==> src/rtl/seq_pkg.sv <==
// rtl/seq_pkg.sv - shared transport states and step/loop index widths
package seq_pkg;

    localparam int STEPS_PER_LOOP = 16;
    localparam int STEP_W         = $clog2(STEPS_PER_LOOP);
    localparam int LOOP_W         = 8;

    typedef enum logic [1:0] {
        ST_IDLE   = 2'd0,
        ST_PLAY   = 2'd1,
        ST_PAUSED = 2'd2,
        ST_DONE   = 2'd3
    } xport_state_e;

endpackage

==> src/rtl/tempo_nco.sv <==
// rtl/tempo_nco.sv - phase accumulator producing one tick per step period
module tempo_nco #(
    parameter int ACC_W    = 40,
    parameter int STEP_INC = 1466
) (
    input  logic       Clock,
    input  logic       Reset,
    input  logic       En,
    input  logic       Clr,
    input  logic [7:0] Bpm,
    output logic       tick
);

    localparam logic [ACC_W-1:0] INC_K = ACC_W'(STEP_INC);

    logic [ACC_W-1:0] acc_q;
    logic [ACC_W-1:0] acc_d;
    logic [ACC_W-1:0] inc;
    logic [ACC_W:0]   sum;

    assign inc = {{(ACC_W-8){1'b0}}, Bpm} * INC_K;
    assign sum = {1'b0, acc_q} + {1'b0, inc};

    // The carry out of the accumulator is the step tick; it is only
    // meaningful on cycles where the sum is actually committed.
    assign tick = En & ~Clr & sum[ACC_W];

    always_comb begin
        acc_d = acc_q;
        if (Clr) begin
            acc_d = '0;
        end else if (En) begin
            acc_d = sum[ACC_W-1:0];
        end
    end

    always_ff @(posedge Clock) begin
        if (Reset) begin
            acc_q <= '0;
        end else begin
            acc_q <= acc_d;
        end
    end

endmodule

==> src/rtl/transport_controller.sv <==
// rtl/transport_controller.sv - transport FSM, step/loop counters and step strobes
module transport_controller
    import seq_pkg::*;
#(
    parameter int ACC_W    = 40,
    parameter int STEP_INC = 1466,
    parameter int STEPS    = STEPS_PER_LOOP
) (
    input  logic                     Clock,
    input  logic                     Reset,
    input  logic                     Start,
    input  logic                     Stop,
    input  logic                     Pause,
    input  logic [7:0]               Bpm,
    input  logic [LOOP_W-1:0]        Loops,
    output logic                     StepPulse,
    output logic [$clog2(STEPS)-1:0] StepIndex,
    output logic [LOOP_W-1:0]        LoopIndex,
    output logic                     Playing,
    output logic                     Paused,
    output logic                     Done
);

    localparam int                 IDX_W     = $clog2(STEPS);
    localparam logic [IDX_W-1:0]   LAST_STEP = IDX_W'(STEPS - 1);

    xport_state_e      state_q, state_d;
    logic [IDX_W-1:0]  step_q, step_d;
    logic [LOOP_W-1:0] loop_q, loop_d;
    logic [LOOP_W-1:0] loops_lat_q, loops_lat_d;
    logic              pulse_q, pulse_d;
    logic              playing_q, paused_q, done_q;

    logic nco_en;
    logic nco_clr;
    logic tick;

    // Pause outranks the tempo tick, so the accumulator is frozen on the
    // cycle a pause lands and no step is lost across pause/resume.
    assign nco_clr = Start | Stop;
    assign nco_en  = (state_q == ST_PLAY) & ~Pause;

    tempo_nco #(
        .ACC_W    (ACC_W),
        .STEP_INC (STEP_INC)
    ) u_nco (
        .Clock (Clock),
        .Reset (Reset),
        .En    (nco_en),
        .Clr   (nco_clr),
        .Bpm   (Bpm),
        .tick  (tick)
    );

    always_comb begin
        state_d     = state_q;
        step_d      = step_q;
        loop_d      = loop_q;
        loops_lat_d = loops_lat_q;
        pulse_d     = 1'b0;

        if (Stop) begin
            state_d = ST_IDLE;
            step_d  = '0;
            loop_d  = '0;
        end else if (Start) begin
            state_d     = ST_PLAY;
            step_d      = '0;
            loop_d      = '0;
            loops_lat_d = Loops;
            pulse_d     = 1'b1;
        end else begin
            unique case (state_q)
                ST_PLAY: begin
                    if (Pause) begin
                        state_d = ST_PAUSED;
                    end else if (tick) begin
                        if (step_q != LAST_STEP) begin
                            step_d  = step_q + 1'b1;
                            pulse_d = 1'b1;
                        end else begin
                            step_d = '0;
                            loop_d = loop_q + 8'd1;
                            if ((loops_lat_q != '0) && (loop_q + 8'd1 == loops_lat_q)) begin
                                state_d = ST_DONE;
                            end else begin
                                pulse_d = 1'b1;
                            end
                        end
                    end
                end
                ST_PAUSED: begin
                    if (Pause) begin
                        state_d = ST_PLAY;
                    end
                end
                default: begin
                    state_d = state_q;
                end
            endcase
        end
    end

    always_ff @(posedge Clock) begin
        if (Reset) begin
            state_q     <= ST_IDLE;
            step_q      <= '0;
            loop_q      <= '0;
            loops_lat_q <= '0;
            pulse_q     <= 1'b0;
            playing_q   <= 1'b0;
            paused_q    <= 1'b0;
            done_q      <= 1'b0;
        end else begin
            state_q     <= state_d;
            step_q      <= step_d;
            loop_q      <= loop_d;
            loops_lat_q <= loops_lat_d;
            pulse_q     <= pulse_d;
            playing_q   <= (state_d == ST_PLAY);
            paused_q    <= (state_d == ST_PAUSED);
            done_q      <= (state_d == ST_DONE);
        end
    end

    assign StepPulse = pulse_q;
    assign StepIndex = step_q;
    assign LoopIndex = loop_q;
    assign Playing   = playing_q;
    assign Paused    = paused_q;
    assign Done      = done_q;

endmodule

==> config.mk <==
export PLATFORM = sky130hd
export DESIGN_NAME = transport_controller
export DESIGN_NICKNAME = d
export VERILOG_FILES = /design/src/rtl/seq_pkg.sv /design/src/rtl/tempo_nco.sv /design/src/rtl/transport_controller.sv
export SDC_FILE = /design/constraint.sdc
export NUM_CORES = 1
export LEC_CHECK = 0
export ABC_CLOCK_PERIOD_IN_PS = 7850
export BUFFER_PORTS_ARGS = -buffer_cell sky130_fd_sc_hd__buf_2
export CORE_MARGIN = 4
export CORE_UTILIZATION = 50
export CTS_BUF_LIST = sky130_fd_sc_hd__clkbuf_2 sky130_fd_sc_hd__clkbuf_4 sky130_fd_sc_hd__clkbuf_8
export CTS_CLUSTER_DIAMETER = 30
export DETAILED_ROUTE_END_ITERATION = 7
export GPL_TIMING_DRIVEN = 0
export PLACE_DENSITY = 0.68
export SYNTH_ARGS = -nofsm -noshare
export SYNTH_HDL_FRONTEND = slang
export SYNTH_SLANG_ARGS = --single-unit
export TNS_END_PERCENT = 20
==> constraint.sdc <==
create_clock -name Clock -period 7.85 [get_ports Clock]
set_input_delay 1.1775 -clock Clock [delete_from_list [all_inputs] [get_ports Clock]]
set_output_delay 1.1775 -clock Clock [all_outputs]
set_load 0.01 [all_outputs]
After elaboration in Yosys (flattened, before gate mapping)
Index checks and enable logic that the tools add are counted.
Operators by class
  $add $sub $neg: 3
  multiply operators: 1
  equality and inequality tests: 7
  mux-type cells: 15
  bitwise gates (word level): 8
  reduce and logical (&&, ||, !) cells: 8
Operator list (count)
  40-bit by 19-bit adder with 41-bit output: 1
  8-bit by 10-bit multiplier with 18-bit output, second input constant: 1
  2-bit 2-to-1 mux: 7
  8-bit by 1-bit adder with 8-bit output, second input constant: 1
  8-bit == test: 1
  8-bit nonzero test: 1
  2-bit == test, second input constant: 3
  1-bit 2-to-1 mux: 6
  4-bit by 1-bit adder with 4-bit output, second input constant: 1
  2-bit by 1-bit == test with 1-bit output, second input constant: 2
  4-bit 2-to-1 mux: 1
  4-bit != test, second input constant: 1
  1-bit inverter: 4
  2-bit case mux with 2 select lines: 1
  4-bit AND reduction: 1
  2-bit OR reduction: 2
  1-bit bitwise AND: 3
  3-bit AND reduction: 1
  3-bit OR reduction: 1
  2-bit AND reduction: 1
  1-bit logical AND: 1
  1-bit OR: 1
Storage, ports and cells
  register bits: 66
  output and inout port bits: 16
  word-level logic and storage cells: 51

Depth between registers and ports, before layout
Gate-level depths: netlist (run 1).
  depth after elaboration: 11
  depth in mapped cells: 27

By module
Synthesis (run 1) repeated with hierarchy kept, for this count alone.
Second synthesis, totals
  cell total of the unflattened synthesis: 668
  area, all modules: 5647.9 um^2
Modules (own cells, without submodules)
  tempo_nco: times used 1, cells each 507, area each 4269.1 um^2, seq. area each 780.7 um^2
  transport_controller: times used 1, cells each 161, area each 1378.8 um^2, seq. area each 520.5 um^2

Least setup slack after synthesis (run 1)
No wires, ideal clock.
  path type: input-to-reg
  start: input port Bpm[2]
  end: register loop_q[4], in the netlist LoopIndex[4]
  setup time: 59 ps
  arrival time: 6332 ps
  setup slack: 1459 ps
  cell stages on the path: 24
  cells stage by stage: fa_1 ha_1 inv_1 fa_1 fa_1 inv_1 ha_1 a21o_1 a21oi_1 o21bai_1 a21o_1 a21oi_1 o21ai_0 o41ai_1 xnor2_1 ha_1 a21o_1 nor2b_1 a21oi_1 o211a_4 o211ai_2 buf_2 or4_1 nand2_1
On the way
  cells in the longest elaborated chain, start to end: 4
Ends and longest elaborated chain
  start: declaration: line transport_controller.sv:14  | input logic [7:0] Bpm,
  8-bit by 10-bit multiplier with 18-bit output: line tempo_nco.sv:21  | assign inc = {{(ACC_W-8){1'b0}}, Bpm} * INC_K;
  40-bit by 19-bit adder with 41-bit output: line tempo_nco.sv:22  | assign sum = {1'b0, acc_q} + {1'b0, inc};
  1-bit bitwise AND: line tempo_nco.sv:26  | assign tick = En & ~Clr & sum[ACC_W];
  4-bit AND reduction (no source line)
  end signal: assignment: line transport_controller.sv:117  | loop_q <= loop_d;
  end: declaration: line transport_controller.sv:29  | logic [LOOP_W-1:0] loop_q, loop_d;
Every way passes these cells.
A chain may end at the register's enable or synchronous reset.

Worst setup path in the final report (run 1)
Ends and elaborated chain as after synthesis.

==> results by group, run 1 <==
Placement
  • GP Congestion: 0.888
  • DP HPWL: 9950 microns
  • PortBufs: 36
  • Area after DPL: 0.00605 sq mm
  • Place WS: 0.773 ns

Critical path
  • CP Data Required Time: 8.14 ns
  • Top Family by Delay on Critical Path: adder cells
  • Worst path max stage delay: 0.55 ns
  • Worst r2r path cells: 13
  • WP depth: 25
  • Worst Setup End Kind: flip-flop
  • Worst r2r src: u_nco.acc_q[1]
  • CP startpoint: Bpm[2]
  • Critical path class: in -> reg
  • Crit-path slowest cell: fa_1
  • CP Max Fanout: 10
  • Worst Path Arrival: 7.04 ns
  • Worst Setup Start Kind: input port
  • CP Buf/Inv Count: 4

Floorplanning
  • # IOs: 37
  • Core area: 0.0110 sq mm
  • Row cnt: 38
  • Initial Util: 51.8%
  • Die X: 115 microns
  • Die height: 115 microns
  • Die footprint: 0.0132 sq mm

Synth
  • Post-synthesis sequential area ratio: 22.9%
  • #FFs+latches synth: 65
  • Synth warnings: 0
  • Mean Syn Cell Area: 8.27 sq um
  • Gate Count Post-Synth: 688
  • Top post-synthesis cells by area: dfxtp_1 (23%), ha_1 (14%), fa_1 (9.5%), inv_1 (5.5%), a21oi_1 (4.1%)
  • Syn_nets: 801
  • Most common cell in the netlist: inv_1
  • Post-synth top area cell: dfxtp_1
  • Post-synth EDFFs: 0
  • Synthesized cell area: 0.00569 sq mm
  • Async set-or-reset flop fraction in the synthesized netlist: 0%
  • Top_reg_cell synth: dfxtp_1
  • Top-area cell type share of the netlist area: 22.9%
  • Unique masters post-synth: 62
  • Synth cell count leaders: inv_1 (84), dfxtp_1 (65), ha_1 (65), nor2_1 (60), nand2_1 (55)

Clock tree
  • CTS Hold Bufs: 0
  • # resized after CTS: 0
  • TritonCTS Buffers: 9
  • Root buf cell: clkbuf_8
  • # clock sinks: 65
  • Htree depth: 3
  • Post-CTS setup buffers: 0
  • Clk slew on worst S/H paths: 0.07 ns
  • Max Buffers Root-to-Sink: 2
  • TritonCTS clock tree: built
  • Worst skew pair latency: 0.36 ns

Finish
  • Fillers: 1014
  • Fin area: 0.00625 sq mm
  • Antenna diodes: 0
  • Final #Nets: 848
  • Area Overhead vs Synth: 9.76%
  • Final Util: 56.9%
  • Share of cells above drive strength 1: 10.9%

Pwr
  • PwrDens: 243 mW/mm^2
  • Reg power frac: 22.2%
  • Peak supply drop: 0.000109 V
  • Comb pwr share: 58.5%
  • Leak Pwr: 2.90 nW
  • Pint: 879 uW
  • Sw Share: 42.1%
  • Clock Power Share: 19.3%
  • Net Sw Power: 639 uW

Detailed routing
  • Routed vias: 4894
  • WL/cell: 14.4 microns
  • Starting DRT DRC Count: 187
  • DRC: 0
  • ANT nets after route: 0
  • Detailed-router iteration count before antenna repair: 5
  • Vias/cell: 5.56
  • Final WL: 12700 microns

Global route
  • Total GRT Usage: 20.2%
  • First-pass GRT wire length: 21700 microns
  • Largest net degree at the start of global routing: 11
  • Total gr overflow: 0
  • Initial antenna violation count: 0
  • Vias in the first global route: 4784

Timing
  • Peak Freq: 148 MHz
  • RSZ-0062 raised after global routing: no
  • Worst hold margin: 0.458 ns
  • Final Skew: 0.00968 ns
  • Min Tclk post-route: 6.75 ns
  • Final setup violating endpoints: 0
  • Slew Limit Headroom: 19.9%
  • Final worst slack: 1.10 ns
  • Setup TNS: 0 ns
  • Worst-Margin Slew: 1.19 ns
  • Final-report max-slew violation count: 0
  • Final period util: 85.9%
  • Hold Fails Final Rpt: 0

Run status
  • Status: completed

Hold path
  • Hold path startpoint: u_nco.acc_q[7]
  • Hold Path Stages: 2
  • Min-delay worst type: reg -> reg

Flow run
  • Max-cap viol count: 0
==> per-stage QoR <==
step | total power [mW] | instances
2_1_floorplan | 1.07 | 688
3_3_place_gp | 1.21 | 864
3_5_place_dp | 1.22 | 864
4_1_cts | 1.53 | 880
5_1_grt | 1.67 | 880
6_report | 1.52 | 880
==> power by group through the flow <==
stage	logic (mW)	registers, mW	clock network, mW
after floorplan	0.722	0.344	0
after global placement	0.863	0.345	0
after detailed placement	0.880	0.345	0
after CTS	0.891	0.337	0.300
after global routing	1.01	0.338	0.319
final	0.888	0.337	0.293
==> final timing paths <==
path                endpoint  slack, ns
min           u_nco.acc_q[7]       0.46
max reg2reg  u_nco.acc_q[33]       4.74
max             LoopIndex[4]       1.10
min reg2reg   u_nco.acc_q[7]       0.46
==> cell type report <==
| class | count | area (sq um) | area share [%] |
|---|---|---|---|
| inverter | 84 | 315 | 5.05 |
| tap | 140 | 175 | 2.80 |
| multi-input combinational | 517 | 3980 | 63.8 |
| sequential | 65 | 1300 | 20.8 |
| buffer | 22 | 92.6 | 1.48 |
| clock buffer | 13 | 160 | 2.56 |
| clock inverter | 3 | 40.0 | 0.641 |
| timing repair buffer | 36 | 180 | 2.88 |
==> cells by family (layout without fill, tap and decap cells) <==
logic type	after synthesis	in the layout	synth area share [%]
xor+xnor	41	41	6.31
simple gates	223	223	20.1
flops	65	65	22.9
compound gates	148	148	17.5
fa+ha+maj	92	92	23.8
mux	13	13	2.29
buf+inv	106	158	7.16
==> registers in the layout, indices dropped and copies added, names as in the netlist <==
| signal | count |
|---|---|
| Paused | 1 |
| state_q | 2 |
| LoopIndex | 8 |
| StepIndex | 4 |
| Playing | 1 |
| StepPulse | 1 |
| loops_lat_q | 8 |
| u_nco.acc_q | 39 |
| Done | 1 |
==> per-layer routing <==
metal	GRT usage (%)	up-vias	wire length [microns]	part of all wire (%)
li1	-	2494	-	-
met1	25.5	2258	5690	45
met2	34.2	113	6040	48
met3	4.07	29	612	4.8
met4	7.59	0	324	2.6
met5	0	-	0	0
==> worst min-delay path, stage by stage, from the launching register on <==
cell and delay (ns):
dfxtp_1 0.32, nand2_1 0.05, a21oi_1 0.05
==> cells in the final DEF, fill, tap and decap left out, types with 7 or more instances in the layout <==
| cell | instances |
|---|---|
| xnor2_1 | 20 |
| xor2_1 | 21 |
| o31ai_1 | 7 |
| clkbuf_8 | 10 |
| or4_1 | 7 |
| o2111ai_1 | 7 |
| a21oi_1 | 47 |
| inv_1 | 84 |
| o211ai_1 | 9 |
| ha_1 | 65 |
| o21a_1 | 12 |
| o21ai_0 | 16 |
| fa_1 | 27 |
| buf_2 | 41 |
| and3_1 | 10 |
| clkbuf_1 | 15 |
| mux2i_1 | 13 |
| or3_1 | 7 |
| nand2_1 | 55 |
| a21o_1 | 9 |
| nor2_1 | 60 |
| nor3_1 | 14 |
| dfxtp_1 | 65 |
| nand3_1 | 20 |
Power figures use the tool's default switching activity.
==> run 2: changes to the inputs <==
--- a/config.mk
+++ b/config.mk
@@ -8,12 +8,11 @@
 export ABC_CLOCK_PERIOD_IN_PS = 7850
 export BUFFER_PORTS_ARGS = -buffer_cell sky130_fd_sc_hd__buf_2
 export CORE_MARGIN = 4
-export CORE_UTILIZATION = 50
-export CTS_BUF_LIST = sky130_fd_sc_hd__clkbuf_2 sky130_fd_sc_hd__clkbuf_4 sky130_fd_sc_hd__clkbuf_8
+export CORE_UTILIZATION = 45
+export CTS_BUF_LIST = sky130_fd_sc_hd__clkbuf_4 sky130_fd_sc_hd__clkbuf_8 sky130_fd_sc_hd__clkbuf_16
 export CTS_CLUSTER_DIAMETER = 30
 export DETAILED_ROUTE_END_ITERATION = 7
 export GPL_TIMING_DRIVEN = 0
-export PLACE_DENSITY = 0.68
 export SYNTH_ARGS = -nofsm -noshare
 export SYNTH_HDL_FRONTEND = slang
 export SYNTH_SLANG_ARGS = --single-unit
==> results by group, run 2 (synthesis results as in run 1) <==
Detailed routing
  • Final WL: 13100 microns
  • Vias/cell: 5.42
  • DRC: 0
  • ANT nets after route: 0
  • Starting DRT DRC Count: 228
  • WL/cell: 14.4 microns
  • Detailed-router iteration count before antenna repair: 5
  • Routed vias: 4903

Critical path
  • Crit-path slowest cell: o311ai_0
  • Worst Path Arrival: 7.14 ns
  • Worst r2r path cells: 13
  • Worst path max stage delay: 0.59 ns
  • CP startpoint: Bpm[2]
  • Reg2Reg Setup Slack: 4.77 ns
  • CP Data Required Time: 8.12 ns
  • Worst Setup Start Kind: input port
  • Critical path class: in -> reg
  • Worst Setup End Kind: flip-flop
  • Cells along the critical path: buf_2 > fa_1 > ha_1 > inv_1 > fa_1 > fa_1 > inv_1 > ha_1 > a21oi_1 > nor2b_1 > o21a_1 > o311ai_0 > nand3b_1 > xor2_1 > ha_1 > clkbuf_1 > o211ai_1 > a21oi_1 > o211a_4 > o211ai_2 > buf_2 > or4_1 > nand2_1
  • Reg2reg end: u_nco.acc_q[33]
  • CP Max Fanout: 10
  • CP Capture Point: LoopIndex[6]
  • Worst r2r src: u_nco.acc_q[1]

Placement
  • DP HPWL: 10300 microns
  • Placed insts: 892
  • GP Congestion: 0.853
  • PortBufs: 36

Clock tree
  • TritonCTS Buffers: 9
  • # clock sinks: 65
  • # resized after CTS: 0
  • Max Buffers Root-to-Sink: 2
  • Post-CTS setup buffers: 0
  • Clk slew on worst S/H paths: 0.05 ns
  • Root buf cell: clkbuf_16
  • Htree depth: 3
  • Worst skew pair latency: 0.33 ns
  • TritonCTS clock tree: built
  • CTS Hold Bufs: 0

Timing
  • Final period util: 87.6%
  • Final setup violating endpoints: 0
  • Min Tclk post-route: 6.87 ns
  • Worst hold margin: 0.455 ns
  • Peak Freq: 145 MHz
  • Final-report max-slew violation count: 0
  • Final Skew: 0.00459 ns
  • Setup TNS: 0 ns
  • RSZ-0062 raised after global routing: no
  • Slew Limit Headroom: 22.7%
  • Hold Fails Final Rpt: 0
  • Worst-Margin Slew: 1.15 ns

Floorplanning
  • Core area: 0.0122 sq mm
  • Die footprint: 0.0145 sq mm
  • Die height: 120 microns
  • # IOs: 37
  • Die X: 120 microns
  • Row cnt: 40
  • Initial Util: 46.6%

Finish
  • Max FFs per register: 39
  • Antenna diodes: 0
  • Commonest non-fill, non-tap cell in the layout: inv_1
  • Cell Count, Final, Fillers Out: 905
  • Biggest register: u_nco.acc_q
  • Commonest cells after routing, fill and taps aside: inv_1 (84), dfxtp_1 (65), ha_1 (65)
  • Fillers: 1210
  • Final #Nets: 848
  • Share of cells above drive strength 1: 10.6%
  • Area Overhead vs Synth: 11.4%
  • Final Util: 51.9%

Pwr
  • Peak supply drop: 0.000128 V
  • PwrDens: 251 mW/mm^2
  • Leak Pwr: 2.92 nW

Global route
  • Vias in the first global route: 4982
  • Largest net degree at the start of global routing: 11
  • First-pass GRT wire length: 23000 microns
  • Initial antenna violation count: 0
  • Total gr overflow: 0
  • Total GRT Usage: 19.2%

Flow run
  • Max-cap viol count: 0

Run status
  • Status: completed

Hold path
  • Min-delay worst type: reg -> reg
-- run 2: area by class of cell --
type / instances / area (sq um) / area share, %
multi-input combinational: 517 / 3980 / 62.8
tap: 168 / 210 / 3.31
clock buffer: 12 / 254 / 4.00
inverter: 84 / 315 / 4.97
sequential: 65 / 1300 / 20.5
clock inverter: 1 / 5.00 / 0.0789
timing repair buffer: 36 / 180 / 2.84
buffer: 22 / 92.6 / 1.46
-- run 2: worst min-delay path by stage --
stage                    startpoint               to  slack (ns)  cells after the start
global route        u_nco.acc_q[11]  u_nco.acc_q[11]        0.48                      2
global placement     u_nco.acc_q[7]   u_nco.acc_q[7]        0.45                      2
finish              u_nco.acc_q[14]  u_nco.acc_q[14]        0.45                      2
detailed placement   u_nco.acc_q[7]   u_nco.acc_q[7]        0.45                      2
floorplan           u_nco.acc_q[12]  u_nco.acc_q[12]        0.44                      2
CTS                 u_nco.acc_q[14]  u_nco.acc_q[14]        0.46                      2
-- run 2: metal layers --
metal | part of all wire [%] | global-route usage (%) | routed length [microns]
met1 | 45 | 23.9 | 5890
met4 | 1.4 | 5.03 | 184
met5 | 0 | 0 | 0
met2 | 50 | 34.4 | 6460
met3 | 4.0 | 3.18 | 518
-- run 2: where the power goes --
part           switching, mW  total [mW]  leakage, nW  internal (mW)
Sequential           0.00343       0.338        0.525          0.335
Clock                  0.135       0.358        0.131          0.223
Combinational          0.513       0.895         2.26          0.382
Total                  0.651        1.59         2.92          0.940
-- run 2: metrics by stage --
step / cell area [sq um] / power, mW / setup slack, ns
floorplan: 5690 / 1.07 / 1.46
global placement: 6080 / 1.21 / 0.805
detailed placement: 6080 / 1.23 / 0.714
CTS: 6340 / 1.60 / 1.05
global route: 6340 / 1.75 / 0.480
finish: 6340 / 1.59 / 0.977
-- run 2: worst max-delay path: cells and delay by family --
kind	cells	cell delay [ns]
adder cells (fa/ha/maj)	6	2.43
XOR/XNOR	1	0.18
buffers and inverters	5	0.74
AND/OR/NAND/NOR	4	0.75
AO/OA/AOI/OAI	7	1.87
==> run 3: changes to the inputs <==
--- a/config.mk
+++ b/config.mk
@@ -13,6 +13,7 @@
 export CTS_CLUSTER_DIAMETER = 30
 export DETAILED_ROUTE_END_ITERATION = 7
 export GPL_TIMING_DRIVEN = 0
+export PLACE_DENSITY = 0.68
 export SYNTH_ARGS = -nofsm -noshare
 export SYNTH_HDL_FRONTEND = slang
 export SYNTH_SLANG_ARGS = --single-unit
==> constraint.sdc (replaced) <==
create_clock -name Clock -period 7.85 [get_ports Clock]
set_input_delay 0.785 -clock Clock [delete_from_list [all_inputs] [get_ports Clock]]
set_output_delay 0.785 -clock Clock [all_outputs]
set_load 0.01 [all_outputs]
==> results by group, run 3 (synthesis results as in run 1) <==
Run status
  • Status: completed

Critical path
  • Worst Setup End Kind: flip-flop
  • Worst r2r src: u_nco.acc_q[1]
  • Critical path class: in -> reg
  • Reg2Reg Setup Slack: 4.76 ns
  • Worst r2r path cells: 13
  • WP depth: 25
  • Worst path max stage delay: 0.55 ns
  • Most used cell, CP: a21oi_1
  • CP Data Required Time: 8.11 ns
  • CP Buf/Inv Count: 4
  • Reg2reg end: u_nco.acc_q[31]
  • Worst Setup Start Kind: input port
  • CP Max Fanout: 10
  • Top Family by Delay on Critical Path: adder cells
  • Worst Path Arrival: 6.65 ns
  • CP startpoint: Bpm[2]
  • Crit-path slowest cell: fa_1

Clock tree
  • TritonCTS Buffers: 9
  • TritonCTS clock tree: built
  • # resized after CTS: 0
  • Worst skew pair latency: 0.33 ns
  • Root buf cell: clkbuf_16
  • # clock sinks: 65
  • CTS Hold Bufs: 0
  • Clk slew on worst S/H paths: 0.05 ns
  • Max Buffers Root-to-Sink: 2
  • Post-CTS setup buffers: 0
  • Htree depth: 3

Global route
  • Total gr overflow: 0
  • First-pass GRT wire length: 22500 microns
  • Largest net degree at the start of global routing: 11
  • Total GRT Usage: 18.8%
  • Vias in the first global route: 4958
  • Initial antenna violation count: 0

Floorplanning
  • Die footprint: 0.0145 sq mm
  • Core area: 0.0122 sq mm
  • Die X: 120 microns
  • Initial Util: 46.6%
  • # IOs: 37
  • Row cnt: 40
  • Die height: 120 microns

Detailed routing
  • Final WL: 12900 microns
  • Detailed-router iteration count before antenna repair: 5
  • Routed vias: 4981
  • Vias/cell: 5.50
  • Starting DRT DRC Count: 199
  • DRC: 0
  • WL/cell: 14.2 microns
  • ANT nets after route: 0

Flow run
  • Max-cap viol count: 0

Hold path
  • Min-delay worst type: reg -> reg
  • Hold Path Stages: 2
  • Hold path startpoint: u_nco.acc_q[12]
  • Hold endpoint: u_nco.acc_q[12]

Placement
  • Area after DPL: 0.00608 sq mm
  • DP HPWL: 10100 microns
  • PortBufs: 36
  • GP Congestion: 0.887

Finish
  • Share of cells above drive strength 1: 10.6%
  • Antenna diodes: 0
  • Area Overhead vs Synth: 11.7%
  • Commonest non-fill, non-tap cell in the layout: inv_1
  • Final #Nets: 848
  • Biggest register: u_nco.acc_q
  • Fillers: 1202
  • Commonest cells after routing, fill and taps aside: inv_1 (84), dfxtp_1 (65), ha_1 (65)
  • Final Util: 52.1%
  • Fin area: 0.00636 sq mm
  • Max FFs per register: 39

Timing
  • Min Tclk post-route: 6.39 ns
  • Peak Freq: 156 MHz
  • Final Skew: 0.00422 ns
  • Worst hold margin: 0.455 ns
  • RSZ-0062 raised after global routing: no
  • Worst-Margin Slew: 1.31 ns
  • Slew Limit Headroom: 11.9%
  • Final setup violating endpoints: 0
  • Hold Fails Final Rpt: 0
  • Final period util: 81.4%
  • Final-report max-slew violation count: 0
  • Setup TNS: 0 ns

Pwr
  • Peak supply drop: 0.000121 V
  • PnR Total Power: 1.60 mW
  • PwrDens: 252 mW/mm^2
  • Leak Pwr: 2.92 nW
[run 3: cell types whose count changed in the layout (fill, tap and decap cells not counted)]
cell	change
clkbuf_4	-1
clkinv_2	-1
clkbuf_8	+2
[run 3: worst register-to-register path: cells and delay by family, from the launching register on]
family / cells / cell delay [ns]
compound gates: 7 / 1.30
fa+ha+maj: 2 / 0.59
buf+inv: 3 / 0.51
flops: 1 / 0.32
simple gates: 1 / 0.27
[run 3: through the flow]
step,setup slack (ns),instances
3_5_place_dp,1.15,892
3_3_place_gp,1.26,892
6_report,1.46,905
4_1_cts,1.49,905
2_1_floorplan,1.85,688
5_1_grt,1.01,905
[run 3: how the worst max path moves through the flow]
| stage | to |
|---|---|
| finish | LoopIndex[5] |
| global route | LoopIndex[4] |
| CTS | LoopIndex[1] |
| detailed placement | LoopIndex[1] |
| global placement | LoopIndex[4] |
| floorplan | LoopIndex[4] |
[run 3: layout make-up]
cell class | instances | area [sq um] | share of cell area [%]
tap | 168 | 210 | 3.31
buffer | 22 | 92.6 | 1.46
sequential | 65 | 1300 | 20.5
inverter | 84 | 315 | 4.96
multi-input combinational | 517 | 3980 | 62.7
timing repair buffer | 36 | 180 | 2.83
clock buffer | 13 | 274 | 4.31
[run 3: power breakdown]
group          total, mW  switching (mW)  internal, mW  leakage (nW)
combinational      0.895           0.513         0.382          2.26
clock              0.369           0.132         0.237         0.137
sequential         0.338         0.00347         0.335         0.525
total               1.60           0.648         0.954          2.92
[run 3: metal layers]
metal	wire, microns	global-route usage, %	share of wire, %
met1	5820	23.4	45
met2	6350	33.0	49
met3	443	2.57	3.4
met4	245	6.94	1.9
met5	0	0	0
